$ cat src/rtl/seven_segment_scan_driver.sv
// Time-multiplexed seven-segment scan driver. The display contents are
// double-buffered so that a frame never mixes old and new digits.

module seven_segment_scan_lane (
    input  logic       clk,
    input  logic       rst,
    input  logic       load,
    input  logic       commit,
    input  logic       take_live,
    input  logic [3:0] nib_in,
    input  logic       dot_in,
    input  logic       en_in,
    output logic [3:0] nib,
    output logic       dot,
    output logic       en,
    output logic [7:0] seg
);
    logic [3:0] pend_nib;
    logic       pend_dot;
    logic       pend_en;
    logic [6:0] hex;

    always_ff @(posedge clk or negedge rst) begin
        if (!rst) begin
            pend_nib <= '0;
            pend_dot <= 1'b0;
            pend_en  <= 1'b0;
        end else if (load) begin
            pend_nib <= nib_in;
            pend_dot <= dot_in;
            pend_en  <= en_in;
        end
    end

    // A load in the very last frame cycle bypasses the pending copy.
    always_ff @(posedge clk or negedge rst) begin
        if (!rst) begin
            nib <= '0;
            dot <= 1'b0;
            en  <= 1'b0;
        end else if (commit) begin
            nib <= take_live ? nib_in : pend_nib;
            dot <= take_live ? dot_in : pend_dot;
            en  <= take_live ? en_in  : pend_en;
        end
    end

    always_comb begin
        hex = 7'b0000000;
        case (nib)
            4'h0: hex = 7'b1111110;
            4'h1: hex = 7'b0110000;
            4'h2: hex = 7'b1101101;
            4'h3: hex = 7'b1111001;
            4'h4: hex = 7'b0110011;
            4'h5: hex = 7'b1011011;
            4'h6: hex = 7'b1011111;
            4'h7: hex = 7'b1110000;
            4'h8: hex = 7'b1111111;
            4'h9: hex = 7'b1111011;
            4'hA: hex = 7'b1110111;
            4'hB: hex = 7'b0011111;
            4'hC: hex = 7'b1001110;
            4'hD: hex = 7'b0111101;
            4'hE: hex = 7'b1001111;
            4'hF: hex = 7'b1000111;
            default: hex = 7'b0000000;
        endcase
    end

    assign seg = {hex, dot};
endmodule

module seven_segment_scan_driver #(
    parameter int clk_mhz     = 50,
    parameter int w_digit     = 6,
    parameter int slot_cycles = clk_mhz * 1000,
    parameter int dead_cycles = clk_mhz
) (
    input  logic                   clk,
    input  logic                   rst,
    input  logic [w_digit*4-1:0]   number,
    input  logic [w_digit-1:0]     dots,
    input  logic [w_digit-1:0]     enable,
    input  logic                   lz_suppress,
    input  logic                   load,
    output logic [7:0]             abcdefgh,
    output logic [w_digit-1:0]     digit,
    output logic                   frame_start
);
    localparam int SW = (slot_cycles > 1) ? $clog2(slot_cycles) : 1;
    localparam int IW = (w_digit > 1) ? $clog2(w_digit) : 1;
    localparam logic [SW-1:0] SLOT_LAST = SW'(slot_cycles - 1);
    localparam logic [SW-1:0] DEAD      = SW'(dead_cycles);
    localparam logic [IW-1:0] IDX_LAST  = IW'(w_digit - 1);

    logic [SW-1:0] slot_cnt;
    logic [IW-1:0] idx;
    logic          slot_end;
    logic          frame_end;
    logic          pending;
    logic          commit;

    logic [w_digit-1:0][3:0] lane_nib;
    logic [w_digit-1:0][7:0] lane_seg;
    logic [w_digit-1:0]      lane_dot;
    logic [w_digit-1:0]      lane_en;
    logic [w_digit-1:0]      lane_sup;
    logic [w_digit:1]        hi_zero;

    logic [7:0]         seg_nx;
    logic [w_digit-1:0] digit_nx;

    assign slot_end  = (slot_cnt == SLOT_LAST);
    assign frame_end = slot_end && (idx == IDX_LAST);
    assign commit    = frame_end && (load || pending);

    always_ff @(posedge clk or negedge rst) begin
        if (!rst) begin
            slot_cnt <= '0;
            idx      <= '0;
        end else if (slot_end) begin
            slot_cnt <= '0;
            idx      <= (idx == IDX_LAST) ? '0 : idx + 1'b1;
        end else begin
            slot_cnt <= slot_cnt + 1'b1;
        end
    end

    always_ff @(posedge clk or negedge rst) begin
        if (!rst)           pending <= 1'b0;
        else if (frame_end) pending <= 1'b0;
        else if (load)      pending <= 1'b1;
    end

    genvar i;
    generate
        for (i = 0; i < w_digit; i++) begin : g_lane
            seven_segment_scan_lane u_lane (
                .clk       (clk),
                .rst       (rst),
                .load      (load),
                .commit    (commit),
                .take_live (load),
                .nib_in    (number[i*4 +: 4]),
                .dot_in    (dots[i]),
                .en_in     (enable[i]),
                .nib       (lane_nib[i]),
                .dot       (lane_dot[i]),
                .en        (lane_en[i]),
                .seg       (lane_seg[i])
            );
        end

        // hi_zero[i]: nibble i and everything above it are zero.
        assign hi_zero[w_digit] = 1'b1;
        assign lane_sup[0]      = 1'b0;
        for (i = 1; i < w_digit; i++) begin : g_lz
            if (i < w_digit - 1) begin : g_mid
                assign hi_zero[i] = (lane_nib[i] == 4'h0) && hi_zero[i+1];
            end else begin : g_top
                assign hi_zero[i] = (lane_nib[i] == 4'h0);
            end
            assign lane_sup[i] = lz_suppress && hi_zero[i] && !lane_dot[i];
        end
    endgenerate

    always_comb begin
        seg_nx   = '0;
        digit_nx = '0;
        for (int k = 0; k < w_digit; k++) begin
            if (idx == IW'(k) && slot_cnt >= DEAD && lane_en[k] && !lane_sup[k]) begin
                seg_nx      = lane_seg[k];
                digit_nx[k] = 1'b1;
            end
        end
    end

    always_ff @(posedge clk or negedge rst) begin
        if (!rst) begin
            abcdefgh    <= '0;
            digit       <= '0;
            frame_start <= 1'b0;
        end else begin
            abcdefgh    <= seg_nx;
            digit       <= digit_nx;
            frame_start <= (slot_cnt == '0) && (idx == '0);
        end
    end
endmodule

$ cat config.mk
export PLATFORM = sky130hd
export DESIGN_NAME = seven_segment_scan_driver
export DESIGN_NICKNAME = d
export VERILOG_FILES = /design/src/rtl/seven_segment_scan_driver.sv
export SDC_FILE = /design/constraint.sdc
export NUM_CORES = 1
export LEC_CHECK = 0
export ABC_AREA = 1
export CAP_MARGIN = 20
export CORE_MARGIN = 3
export CORE_UTILIZATION = 40
export DETAILED_ROUTE_END_ITERATION = 8
export HOLD_SLACK_MARGIN = 0.05
export SKIP_CTS_REPAIR_TIMING = 1
export SLEW_MARGIN = 15
export SYNTH_ARGS = -nofsm -noshare
export SYNTH_HDL_FRONTEND = slang
export SYNTH_HIERARCHICAL = 1
export SYNTH_SLANG_ARGS = --single-unit
$ cat constraint.sdc
create_clock -name clk -period 2.94 [get_ports clk]
set_input_delay 0.294 -clock clk [delete_from_list [all_inputs] [get_ports clk]]
set_output_delay 0.294 -clock clk [all_outputs]
set_load 0.01 [all_outputs]
==> results of run 1 <==
==> report_power, final <==
| group | internal, mW | switching [mW] |
|---|---|---|
| sequential | 1.55 | 0.0722 |
| clock | 0.590 | 0.594 |
| combinational | 0.184 | 0.288 |
| total | 2.32 | 0.954 |
==> per-layer routing <==
layer	up-vias	part of all wire	GRT usage
met5	-	0	0
met4	0	0.012	0.0433
met3	15	0.037	0.0336
met2	84	0.47	0.275
met1	2735	0.48	0.221
li1	3347	-	-
==> sequential cells by signal, summed over array words and instances, names as in the netlist <==
register                flops
abcdefgh                    8
g_lane.u_lane/pend_en       6
idx                         3
g_lane.u_lane/nib          24
frame_start                 1
g_lane.u_lane/pend_dot      6
slot_cnt                   16
pending                     1
g_lane.u_lane/dot           6
g_lane.u_lane/pend_nib     24
g_lane.u_lane/en            6
digit                       6
==> kinds of logic after synthesis <==
kind of cell               synth area share
and+or+nand+nor                       0.358
buffers and inverters                 0.134
DFF                                   0.368
AOI/OAI and AO/OA                    0.0513
adders and majority gates            0.0792
xor gates and xnor gates            0.00844
==> area by class of cell <==
cell class | instances | area share
clock buffer | 9 | 0.0274
clock inverter | 7 | 0.00746
tap | 225 | 0.0343
inverter | 201 | 0.0918
sequential | 107 | 0.326
timing repair buffer | 60 | 0.0725
multi-input combinational | 746 | 0.441
==> layout by cell type (no fill, tap or decap), drive strengths merged <==
cell type / n
clkinvlp: 2
nor4: 5
a21oi: 14
nor3: 9
o311a: 1
o21ai: 54
o31ai: 1
or2: 2
nand2: 460
xor2: 7
clkbuf: 9
dfrtp: 107
clkinv: 4
nand4: 5
and2: 2
clkdlybuf4s50: 52
dlygate4sd3: 1
inv: 202
ha: 46
buf: 7
nand3: 100
nor2: 40
==> stage by stage <==
stage               power (mW)  utilization  instances
floorplan                 1.96            -       1079
global placement          2.12        0.452       1338
CTS                       3.33        0.468       1354
finish                    3.27        0.469       1355
global route              3.48        0.469       1355
detailed placement        2.12        0.452       1338
==> final timing paths <==
kind                              start                      endpoint  slack [ps]
max                         slot_cnt[7]           g_lane[1].u_lane/en         650
min                                load  g_lane[2].u_lane/pend_nib[0]         360
max reg2reg                 slot_cnt[7]           g_lane[1].u_lane/en         650
min reg2reg                slot_cnt[13]                  slot_cnt[13]         490
max in group asynchronous           rst  g_lane[3].u_lane/pend_nib[3]        1700
min in group asynchronous           rst                   slot_cnt[3]         510
==> worst min-delay path, cell delays in order <==
cell and delay (ps):
buf_4 220, nand2_1 90, o21ai_0 70
==> key figures, run 1 <==
Synth
  – Commonest cells in the synthesized netlist: nand2_1, inv_1, dfrtp_1
  – Syn nets: 1165
  – Synth cell types: 31
  – Syn. warnings: 6
  – Yosys top cell by area: dfrtp_1
  – Post-Synthesis Cells: 1079
  – Syn avg cell area: between 6 and 7 sq um
  – Post-synth top area share: 0.368
  – Async S/R FF share, synth: 1.00
  – Synth top area cells: dfrtp_1, nand2_1, inv_1, ha_1, nand3_1
  – Seq/Total Area, Yosys: 0.368
  – Main synth FF type: dfrtp_1
  – Post-synth EDFFs: 0
  – Most numerous cell in the Yosys netlist: nand2_1
  – FF+latch count, synth: about 110
  – Post-Syn Area: 7270 sq um

GRT
  – Initial antenna violation count: 0
  – GR Overflow Total: 0
  – First-pass GRT wire length: about 27 mm
  – Largest net degree at the start of global routing: 57
  – Vias in the first global route: ~5700
  – GR Util All Layers: 0.165

Critical path
  – R2R depth: 9
  – Crit path capture type: flop
  – Crit-path cells: inv_1, nand2_1, nor4_1, nand4_1, nor2_4, buf_4, inv_1, nand2_1, nand2_1
  – Critical path peak fanout: 21
  – CP max stage delay: 430 ps
  – Setup Crit Path Kind: reg2reg
  – CP Launch Type: flop
  – Slowest-stage cell, CP: dfrtp_1
  – Crit path depth: 9
  – Worst path most repeated cell: nand2_1
  – Worst endpoint required time: 3190 ps
  – CP arrival: 2540 ps
  – CP bufs+invs: 3
  – Kind of cell adding the most delay to the critical path: simple AND/OR/NAND/NOR gates

Pwr
  – Maximum vdd drop: roughly 0.32 mV
  – Lkg Pwr: 4.60 nW
  – Power per cell area: between 300 and 400 nW/um^2

Routing
  – Post-route DRC: 0
  – Final antenna-violating net count: 0
  – Wire length per cell: ~12 microns
  – First-pass DRT Iterations: 5
  – DR iter-0 viols: 367
  – Via-to-Cell Ratio: 4.56
  – Vias: just over 6000
  – WL final: 15.9 mm

Floorplanning
  – Initial Util: 0.414
  – Num rows: 48
  – Die ar.: 19800 sq um
  – Die span in x: ~140 microns
  – Core ar.: 17500 sq um
  – # IOs: 55
  – Die height: around 140 microns

Clocking
  – Bufs on Longest Clock Path: 2
  – Clk Latency, worst-skew pair: 360 ps
  – CTS tree: built
  – Clock transition at the registers of the reported paths: 70 ps
  – Clock root buffer master: clkbuf_16
  – CTS Buf Count: 9
  – CTS sink cnt: 107
  – Htree depth: 3

STA
  – Min Tclk post-route: 2290 ps
  – Setup violators final: 0
  – RSZ-0062 raised after global routing: false
  – Highest Clock Rate: around 440 MHz
  – Relative slew slack: 0.541
  – Hold Vio Cnt, Final: 0
  – Post-route clock period utilization: 0.780
  – Final worst slack: between 600 and 700 ps
  – Final Skew: 7.11 ps
  – Worst-Margin Slew: about 690 ps
  – Slew Viols, Final: 0
  – Smallest hold slack: 362 ps
  – Final TNS setup: 0 ps

Placed design
  – Dpl ws: 689 ps
  – Placed cell area: 7920 sq um
  – Dpl hpwl: roughly 12 mm
  – RePlAce Congestion: 0.895
  – IO Port Bufs: 54

Finish
  – Area of the multi-input gates: 3620 sq um
  – Synthesis-to-layout area growth: 13.1%
  – Seq. cell area: 2680 sq um
  – # diodes: 0
  – Layout fillers: 1824
  – Share of layout cells above drive strength 1: 0.0593
  – Nets@finish: 1211
  – Final Instance Area: 8220 sq um

Flow run
  – Max-cap viol count: 0

Min path
  – Hold depth: 3
  – Min-delay worst type: in2reg

Status
  – Status: completed
No activity file was read; power rests on OpenSTA's default activity.
==> run 2: changes to the inputs <==
clock period = 2.3 ns   (was 2.94 ns; I/O delays follow)
==> run 2 against run 1 <==
Effect of this change:
- critical endpoint is now abcdefgh[3]
- setup slack worse by 340 ps
- global-route usage up 0.72 points
- final cell count rose by 0.37%
- highest routed layer unchanged
==> key figures, run 2 (synthesis results as in run 1) <==
Clocking
  – Clock transition at the registers of the reported paths: 80 ps
  – Clock root buffer master: clkbuf_16
  – Clk Latency, worst-skew pair: 360 ps
  – Bufs on Longest Clock Path: 2
  – Htree depth: 3
  – CTS tree: built
  – CTS Buf Count: 9
  – CTS sink cnt: approximately 110

GRT
  – First-pass GRT wire length: 28.5 mm
  – GR Util All Layers: 0.173
  – GR Overflow Total: 0
  – Initial antenna violation count: 0
  – Largest net degree at the start of global routing: 64
  – Vias in the first global route: a little under 6000

Finish
  – Nets@finish: 1216
  – # diodes: 0
  – Largest registers: g_lane.u_lane/nib x24, g_lane.u_lane/pend_nib x24, slot_cnt x16
  – Synthesis-to-layout area growth: 14.2%
  – Share of layout cells above drive strength 1: 0.0634
  – Layout fillers: 1831
  – Seq. cell area: 2680 sq um
  – Final Instance Area: 8300 sq um
  – Most common cell after layout, fill and taps aside: nand2_1
  – Area of the multi-input gates: 3620 sq um
  – Most frequent cells in the layout: nand2_1, inv_1, dfrtp_1

STA
  – Slew Viols, Final: 0
  – Highest Clock Rate: 502 MHz
  – Worst-Margin Slew: 580 ps
  – Min Tclk post-route: approximately 2000 ps
  – Hold Vio Cnt, Final: 0
  – Relative slew slack: 0.613
  – Final Skew: 8.03 ps
  – RSZ-0062 raised after global routing: false
  – Post-route clock period utilization: 0.865
  – Setup violators final: 0
  – Final TNS setup: 0 ps

Critical path
  – CP Launch Type: flop
  – Worst endpoint required time: 2550 ps
  – Reg-to-Reg Start: g_lane[1].u_lane/nib[1]
  – Reg-to-reg critical path endpoint: abcdefgh[3]
  – Crit path capture type: flop
  – Slack of the worst reg-to-reg path: 310 ps
  – Critical path peak fanout: 9
  – R2R depth: 9
  – CP arrival: 2240 ps
  – Setup Crit Path Kind: reg2reg

Placed design
  – RePlAce Congestion: ~0.86
  – Placed cell area: approximately 8000 sq um
  – Dpl hpwl: approximately 12 mm
  – IO Port Bufs: 54

Pwr
  – Maximum vdd drop: between 0.3 and 0.4 mV
  – Power per cell area: 521 nW/um^2
  – Lkg Pwr: 4.65 nW

Routing
  – DR iter-0 viols: 409
  – Final antenna-violating net count: 0
  – Vias: 6193
  – Wire length per cell: 11.8 microns
  – Post-route DRC: 0
  – First-pass DRT Iterations: 5
  – Via-to-Cell Ratio: approximately 4.6
  – WL final: 16.1 mm

Flow run
  – Max-cap viol count: 0

Status
  – Status: completed

Floorplanning
  – Core ar.: 17500 sq um
  – Num rows: between 40 and 50
  – Die span in x: 141 microns
  – # IOs: 55
  – Initial Util: 0.414
  – Die ar.: 19800 sq um
  – Die height: 141 microns

Min path
  – Min-delay worst type: in2async
run 2: changes by cell type in the layout (fill, tap and decap cells not counted):
| cell | before | now |
|---|---|---|
| clkinv_2 | 0 | 1 |
| buf_4 | 6 | 9 |
| clkinvlp_4 | 2 | 0 |
| bufinv_16 | 0 | 1 |
| clkinv_4 | 2 | 1 |
| inv_8 | 1 | 2 |
| buf_12 | 1 | 3 |
run 2: worst max path at each step:
stage / start / endpoint / slack (ps) / cells past startpoint
floorplan: slot_cnt[7] / g_lane[0].u_lane/dot / 270 / 8
detailed placement: lz_suppress / abcdefgh[3] / 220 / 10
global placement: lz_suppress / abcdefgh[3] / 190 / 10
CTS: g_lane[1].u_lane/nib[1] / abcdefgh[3] / 290 / 9
global route: slot_cnt[0] / abcdefgh[4] / 120 / 13
finish: g_lane[1].u_lane/nib[1] / abcdefgh[3] / 310 / 9
run 2: power breakdown:
group	switching, mW	internal, mW	total, mW
sequential	0.0850	1.98	2.06
clock	0.779	0.869	1.65
combinational	0.377	0.242	0.619
run 2: final cells by class:
cell class / count / share of cell area
Tap cell: 225 / 0.0339
Clock buffer: 9 / 0.0271
Inverter: 201 / 0.0909
Multi-Input combinational cell: 746 / 0.436
Clock inverter: 7 / 0.0101
Timing Repair Buffer: 65 / 0.0793
Sequential cell: 107 / 0.322
run 2: critical path, stage by stage, from the launching register on:
cell,delay [ps]
dfrtp_1,460
or2_2,320
nor2_1,180
nand4_1,350
nand3_1,230
nand3_1,110
nand2_1,80
nand2_1,50
nand2_1,60
nand2_1,50
run 2: per-stage QoR:
stage          std cells   util  hold WS [ps]  power [mW]  setup WS [ps]
4_1_cts             1359  0.473          -151        4.37            289
5_1_grt             1360  0.473           417        4.59            117
6_report            1360  0.473           381        4.33            309
2_1_floorplan       1079      -         -65.6        2.51            272
3_5_place_dp        1343  0.455           234        2.72            220
3_3_place_gp        1343  0.455           233        2.71            190
run 2: layer usage:
layer | global-route usage | wire (microns)
met1 | 0.247 | 8120
met2 | 0.275 | 7230
met3 | 0.0339 | 581
met4 | 0.0311 | 133
met5 | 0 | 0
